`config.mk`:
```
export PLATFORM = sky130hd
export DESIGN_NAME = seq_divider
export DESIGN_NICKNAME = d
export VERILOG_FILES = /design/src/rtl/seq_divider.sv
export SDC_FILE = /design/constraint.sdc
export NUM_CORES = 1
export LEC_CHECK = 0
export ABC_CLOCK_PERIOD_IN_PS = 3200
export BUFFER_PORTS_ARGS = -buffer_cell sky130_fd_sc_hd__buf_2
export CAP_MARGIN = 30
export CORE_UTILIZATION = 55
export CTS_CLUSTER_SIZE = 40
export DETAILED_ROUTE_END_ITERATION = 6
export GPL_ROUTABILITY_DRIVEN = 0
export PLACE_DENSITY = 0.79
export SKIP_CTS_REPAIR_TIMING = 1
export SLEW_MARGIN = 5
export SYNTH_ARGS = -nofsm -noshare
export SYNTH_HDL_FRONTEND = slang
export SYNTH_SLANG_ARGS = --single-unit
```
`constraint.sdc`:
```
create_clock -name clk -period 3.2 [get_ports clk]
set_input_delay 0 -clock clk [delete_from_list [all_inputs] [get_ports clk]]
set_output_delay 0 -clock clk [all_outputs]
set_load 0.005 [all_outputs]
```
`src/rtl/seq_divider.sv`:
```
// rtl/seq_divider.sv - iterative unsigned restoring divider, one quotient bit per clock
//
// Ports:
//   clk          rising-edge clock
//   rst_n        asynchronous active-low reset
//   start        request; sampled only while busy == 0 (states IDLE and DONE)
//   dividend     DW-bit unsigned dividend, captured on an accepted start
//   divisor      VW-bit unsigned divisor, captured on an accepted start
//   busy         high while a division is in progress
//   done         one-cycle pulse: quotient/remainder/div_by_zero are valid
//   quotient     DW-bit unsigned quotient, held until the next completion
//   remainder    VW-bit unsigned remainder, held until the next completion
//   div_by_zero  set with done when the captured divisor was 0; held like quotient

module seq_divider #(
    parameter int DW = 8,
    parameter int VW = 4
) (
    input  logic          clk,
    input  logic          rst_n,
    input  logic          start,
    input  logic [DW-1:0] dividend,
    input  logic [VW-1:0] divisor,
    output logic          busy,
    output logic          done,
    output logic [DW-1:0] quotient,
    output logic [VW-1:0] remainder,
    output logic          div_by_zero
);

    localparam int CW = $clog2(DW + 1);

    typedef enum logic [1:0] {
        S_IDLE,
        S_RUN,
        S_DONE
    } state_t;

    state_t        state;
    logic [DW-1:0] d_reg;     // dividend shift register, MSB consumed first
    logic [VW-1:0] v_reg;     // latched divisor
    logic [VW-1:0] r_reg;     // partial remainder
    logic [DW-2:0] q_acc;     // quotient bits gathered so far
    logic [CW-1:0] count;     // steps already performed

    // The partial remainder is always < divisor, so its top bit is zero
    // between steps and is not stored; the trial value t carries the extra
    // bit so the shifted-in dividend bit never overflows.
    logic [VW:0]   t;
    logic          t_ge;
    logic [VW-1:0] r_next;
    logic [DW-1:0] q_next;
    logic          last_step;

    always_comb begin
        t         = {r_reg, d_reg[DW-1]};
        t_ge      = (t >= {1'b0, v_reg});
        // When t >= v the true difference is < v, so the low VW bits of the
        // modular difference are exact.
        r_next    = t_ge ? (t[VW-1:0] - v_reg) : t[VW-1:0];
        q_next    = {q_acc, t_ge};
        last_step = (count == CW'(DW - 1));
    end

    always_ff @(posedge clk or negedge rst_n) begin
        if (!rst_n) begin
            state       <= S_IDLE;
            busy        <= 1'b0;
            done        <= 1'b0;
            quotient    <= '0;
            remainder   <= '0;
            div_by_zero <= 1'b0;
            d_reg       <= '0;
            v_reg       <= '0;
            r_reg       <= '0;
            q_acc       <= '0;
            count       <= '0;
        end else begin
            done <= 1'b0;
            case (state)
                S_IDLE, S_DONE: begin
                    if (start) begin
                        d_reg <= dividend;
                        v_reg <= divisor;
                        r_reg <= '0;
                        q_acc <= '0;
                        count <= '0;
                        if (divisor == '0) begin
                            // No iteration needed: report saturated quotient now.
                            state       <= S_DONE;
                            busy        <= 1'b0;
                            done        <= 1'b1;
                            quotient    <= '1;
                            remainder   <= '0;
                            div_by_zero <= 1'b1;
                        end else begin
                            state <= S_RUN;
                            busy  <= 1'b1;
                        end
                    end else begin
                        state <= S_IDLE;
                    end
                end

                S_RUN: begin
                    d_reg <= {d_reg[DW-2:0], 1'b0};
                    r_reg <= r_next;
                    q_acc <= q_next[DW-2:0];
                    count <= count + 1'b1;
                    if (last_step) begin
                        // Results are published only here so they stay stable
                        // (previous result) for the whole run.
                        state       <= S_DONE;
                        busy        <= 1'b0;
                        done        <= 1'b1;
                        quotient    <= q_next;
                        remainder   <= r_next;
                        div_by_zero <= 1'b0;
                    end
                end

                default: begin
                    state <= S_IDLE;
                    busy  <= 1'b0;
                end
            endcase
        end
    end

endmodule

```
-- Yosys cells after proc, flatten, opt, wreduce, memory -nomap -nowiden
Index checks and enable logic that the tools add are counted.
W data, S select, Z words.
- add/subtract/negate cells: 2
- equality and inequality tests: 6
- shift-type cells: 0
- bitwise logic cells: 0
- divide/modulo/power cells: 0
- $lt $le $gt $ge: 1
- multipliers: 0
- reduce and logical (&&, ||, !) cells: 8
- multiplexer cells: 31
- operator list (cell ; number):
    $mux W8 ; 4
    $pmux W8 S2 ; 2
    $pmux W4 S2 ; 3
    $mux W4 ; 5
    $pmux W7 S2 ; 1
    $mux W1 ; 8
    $mux W7 ; 1
    $mux W2 ; 3
    $ne A2 B2 Y1 const B ; 3
    $pmux W1 S2 ; 3
    $reduce_and A2 Y1 ; 3
    $ge A5 B4 Y1 ; 1
    $add A4 B1 Y4 const B ; 1
    $eq A4 B3 Y1 const B ; 1
    $logic_not A4 Y1 ; 1
    $pmux W2 S2 ; 1
    $reduce_and A4 Y1 ; 1
    $sub A4 B4 Y4 ; 1
    $eq A2 B1 Y1 const B ; 1
    $eq A2 B2 Y1 const B ; 1
    $logic_not A2 Y1 ; 1
    $reduce_bool A2 Y1 ; 1
    $reduce_or A2 Y1 ; 1
- memories kept: 0
- output and inout port bits: 15
- bits of input ports: 15
- bits in latches: 0
- logic and storage cells: 59
- bits in read-only memories: 0
- bits in writable memories: 0
- flip-flop bits (word level): 44

-- Longest topological paths before layout
- depth in word-level cells: 4
- gate-level depth with buffers: 7
- gate-level depth less buffers: 7

-- Worst setup path before layout
Ideal clock, no wire load.
- path kind: flip-flop to flip-flop
- start point: register r_reg[1]
- end point: register r_reg[0]
- required time: 3.079 ns
- path slack: 1.544 ns
- path buffers: 0
- library setup time: 0.121 ns
- arrival: 1.535 ns
- clock period less this slack: 1.656 ns
- cell stages (with the launch flop): 7
- cells stage by stage: dfrtp_1 > ha_1 > a21oi_4 > o21ai_2 > a21boi_4 > mux2i_1 > a22o_1
- word-level cells in the longest chain between the ends: 3
- RTL lines (element ; line ; source):
    start: declaration ; 42 ; logic [VW-1:0] r_reg;
    start signal: assignment ; 107 ; r_reg <= r_next;
    $ge A5 B4 Y1 ; 57 ; t_ge = (t >= {1'b0, v_reg});
    $mux W4 ; 60 ; r_next = t_ge ? (t[VW-1:0] - v_reg) : t[VW-1:0];
    $pmux W4 S2 ; 80 ; case (state)
Every way passes these cells.
A chain may end at the register's enable or synchronous reset.

-- Final worst setup path
- start point: register d_reg[7]
- end point: register remainder[1]
- word-level cells in the longest chain between the ends: 4
- elaborated cells on any way between the ends: 5
- classes of those cells: add/sub (1); order compare (1); mux (3)
- RTL lines (element ; line ; source):
    start: declaration ; 40 ; logic [DW-1:0] d_reg;
    start signal: assignment ; 83 ; d_reg <= dividend;
    start signal: assignment ; 106 ; d_reg <= {d_reg[DW-2:0], 1'b0};
    $sub A4 B4 Y4 / $ge A5 B4 Y1 (equally long branches) ; 60, 57 ;
    $mux W4 * ; 60 ;
    $mux W4 * ; 110 ; if (last_step) begin
    $pmux W4 S2 * ; 80 ;
    end signal: assignment ; 117 ; remainder <= r_next;
    end: declaration ; 27 ; output logic [VW-1:0] remainder,
Every way passes the cells marked *; elsewhere a longest branch is shown, timed or not. The select of a mux whose other input is x is not followed.

==> impl_results.md <==
- Post-Route Skew: between 0.003 and 0.004 ns
- Layout cell share with drive strength beyond 1: 23.1%
- Most frequent cell after synthesis: dfrtp_1
- First-pass GRT wire length: between 6000 and 7000 microns
- Root buf cell: clkbuf_8
- CTS H-tree depth: 2
- Violations in the final reports: negative hold slack
- Critical Path Fanout Max: 5
- Mean post-synth cell area: around 12 sq um
- Antenna fix cells: 0
- Initial Utilization: around 60%
- Critical path class: reg2reg
- Syn_nets: between 150 and 200
- CTS max path bufs: 2
- Critical Path Start Type: register
- Pre-antenna DRT Iters: 4
- Min Tclk post-route: around 1.9 ns
- Critical Path RT: 3.43 ns
- GRT Total Usage: between 20% and 30%
- Fmax: 531 MHz
- Max Cap Violations: 0
- Die Area: ~4000 sq um
- Critical Path Source: d_reg[7]
- Largest net degree at the start of global routing: 45
- Die width: ~63 microns
- IO Port Bufs: 29
- Peak supply drop: about 0.00063 V
- I/O Pins: 30
- Yosys top cell area share: between 50% and 60%
- Initial antenna violation count: 0
- Vias in the first global route: approximately 1500
- Worst-path clk slew: ~0.08 ns
- Worst Path Arrival: ~2.1 ns
- ANT nets after route: 0
- Rows: 21
- Final Max Tran Viols: 0
- Clock Latency Late Sink: around 0.29 ns
- DRC: 0
- Status: finished, violations left
- Syn Inst Count: around 180
- Total power: approximately 0.0026 W
- TritonCTS clock tree: yes
- Synthesis-to-layout area growth: 18.7%
- Leakage: about 1.1 nW
- EDFF count, synth: 0
- First-iteration detailed-routing DRC count: 81
- Fin Hold WS: -0.0105 ns
- Worst reg2reg path startpoint: d_reg[7]
- Fraction of registers with async set/reset: 100%
- R2R Setup Slk: roughly 1.3 ns
- Final non-filler cell area: around 2400 sq um
- CP endpoint kind: register
- Final net count: between 200 and 250
- Area of the core: ~3500 sq um
- Synth warn: 0
- DR WL/cell: 15.4 microns
- Grt total ovfl: 0
- Slew Limit Headroom: 60.7%
- Die height: 63.3 microns
- Yosys top cell by area: dfrtp_1
- Final setup vio count: 0
- Vias: 1471
- Fillers: between 200 and 300
- Hold/Removal Path Class: in2reg
- P per Cell Area: 1080 nW/um^2
- CTS sink cnt: between 40 and 50
- Worst stage delay on the critical path: ~0.38 ns
- Critical Path End: remainder[1]
- Top cells by area, synth: dfrtp_1 53%, a22o_1 5.5%, mux2i_1 4.8%
- Setup TNS: 0 ns
- Num CTS Buffers: 5
- Worst path cell trace: inv_1 -> ha_1 -> nor2b_1 -> o21ai_2 -> a21boi_4 -> mux2i_1 -> a22o_1
- Via/cell ratio: ~5.6
- Sequential-to-total area share from yosys stat: a little over half
- Placement Cell Area: between 2000 and 2500 sq um
- Final Hold Fails: 1
- Cell count of the worst reg-to-reg path: 7
- Yosys cell types: 37
- Worst-Margin Slew: between 0.5 and 0.6 ns
- Post-Syn Area: ~2100 sq um
- Final core utilization: 70.6%
- Reg2reg end: remainder[1]
- RSZ-0062 raised after global routing: no
- HPWL Detailed: a little under 3000 microns
- Crit share post-route: 58.8%
- Synth cell count leaders: 44 x dfrtp_1, 19 x nand2_1, 13 x a22o_1
- Post-synth top flop: dfrtp_1
- Yosys reg bits: 44
- Slowest-stage cell, CP: dfrtp_1
- Drt total wl: just over 4000 microns
==> layout make-up <==
type	instances	area (sq um)	share of cell area, %
well taps	46	57.6	2.35
clock buffers	7	96.3	3.93
inverters	7	28.8	1.17
flip-flops and latches	44	1100	44.9
repair buffers	39	253	10.3
multi-input cells	118	883	36.1
clock inverters	1	30.0	1.23
==> power by group <==
| part | total, W | switching, W | leakage (nW) | internal, W |
|---|---|---|---|---|
| logic | 0.00117 | 0.000605 | 0.497 | 0.000567 |
| registers | 0.00102 | 0.000208 | 0.536 | 0.000815 |
| clock network | 0.000451 | 0.000176 | 0.0645 | 0.000275 |
| total | 0.00265 | 0.000989 | 1.10 | 0.00166 |
==> worst min path at each step <==
stage | start | slack, ns | cells after the start | end
after floorplan | rst_n | -0.30 | 0 | busy
after detailed placement | rst_n | 0.20 | 1 | r_reg[3]
after CTS | rst_n | -0.12 | 1 | state[0]
final | dividend[6] | -0.01 | 3 | d_reg[6]
after global routing | dividend[7] | 0.002 | 3 | d_reg[7]
after global placement | rst_n | 0.18 | 1 | r_reg[3]
==> per-stage QoR <==
stage                     setup slack [ns]  std cells
after global routing                  1.18        262
final                                 1.32        262
after CTS                             1.32        253
after global placement                1.44        245
after detailed placement              1.35        245
after floorplan                       1.54        177
==> metal layers <==
metal	GRT usage, %	up-vias	routed length [microns]
met5	0	-	0
li1	-	721	-
met4	5.68	0	27
met1	29.0	722	1830
met3	6.16	3	122
met2	37.5	25	2060
==> placed cells by master, fill, tap and decap left out, types with 4 or more instances in the layout <==
| cell type | n |
|---|---|
| nor2_1 | 5 |
| clkbuf_8 | 7 |
| a21oi_1 | 9 |
| a22o_1 | 13 |
| o22a_1 | 7 |
| nor2b_1 | 8 |
| a211oi_1 | 7 |
| o21ai_1 | 4 |
| mux2i_1 | 10 |
| ha_1 | 5 |
| inv_1 | 6 |
| dfrtp_1 | 44 |
| dlygate4sd3_1 | 8 |
| o21ai_0 | 7 |
| buf_2 | 29 |
| nand2_1 | 19 |
==> kinds of logic (layout without fill, tap and decap cells) <==
family / Yosys count / count (layout) / share of synthesized area, %
DFF: 44 / 44 / 53.3
xor gates and xnor gates: 1 / 1 / 0.424
buffers and inverters: 15 / 54 / 3.88
AOI/OAI and AO/OA: 59 / 59 / 21.8
adders and majority gates: 6 / 6 / 4.00
muxes: 10 / 10 / 4.85
and+or+nand+nor: 42 / 42 / 11.7
==> worst max-delay path, delay by kind of cell, from the launching register on <==
kind | cells | cell delay [ns]
AOI/OAI and AO/OA | 3 | 0.55
adders and majority gates | 1 | 0.25
buffers and inverters | 1 | 0.12
DFF | 1 | 0.38
muxes | 1 | 0.31
and+or+nand+nor | 1 | 0.21
Power figures use the tool's default switching activity.
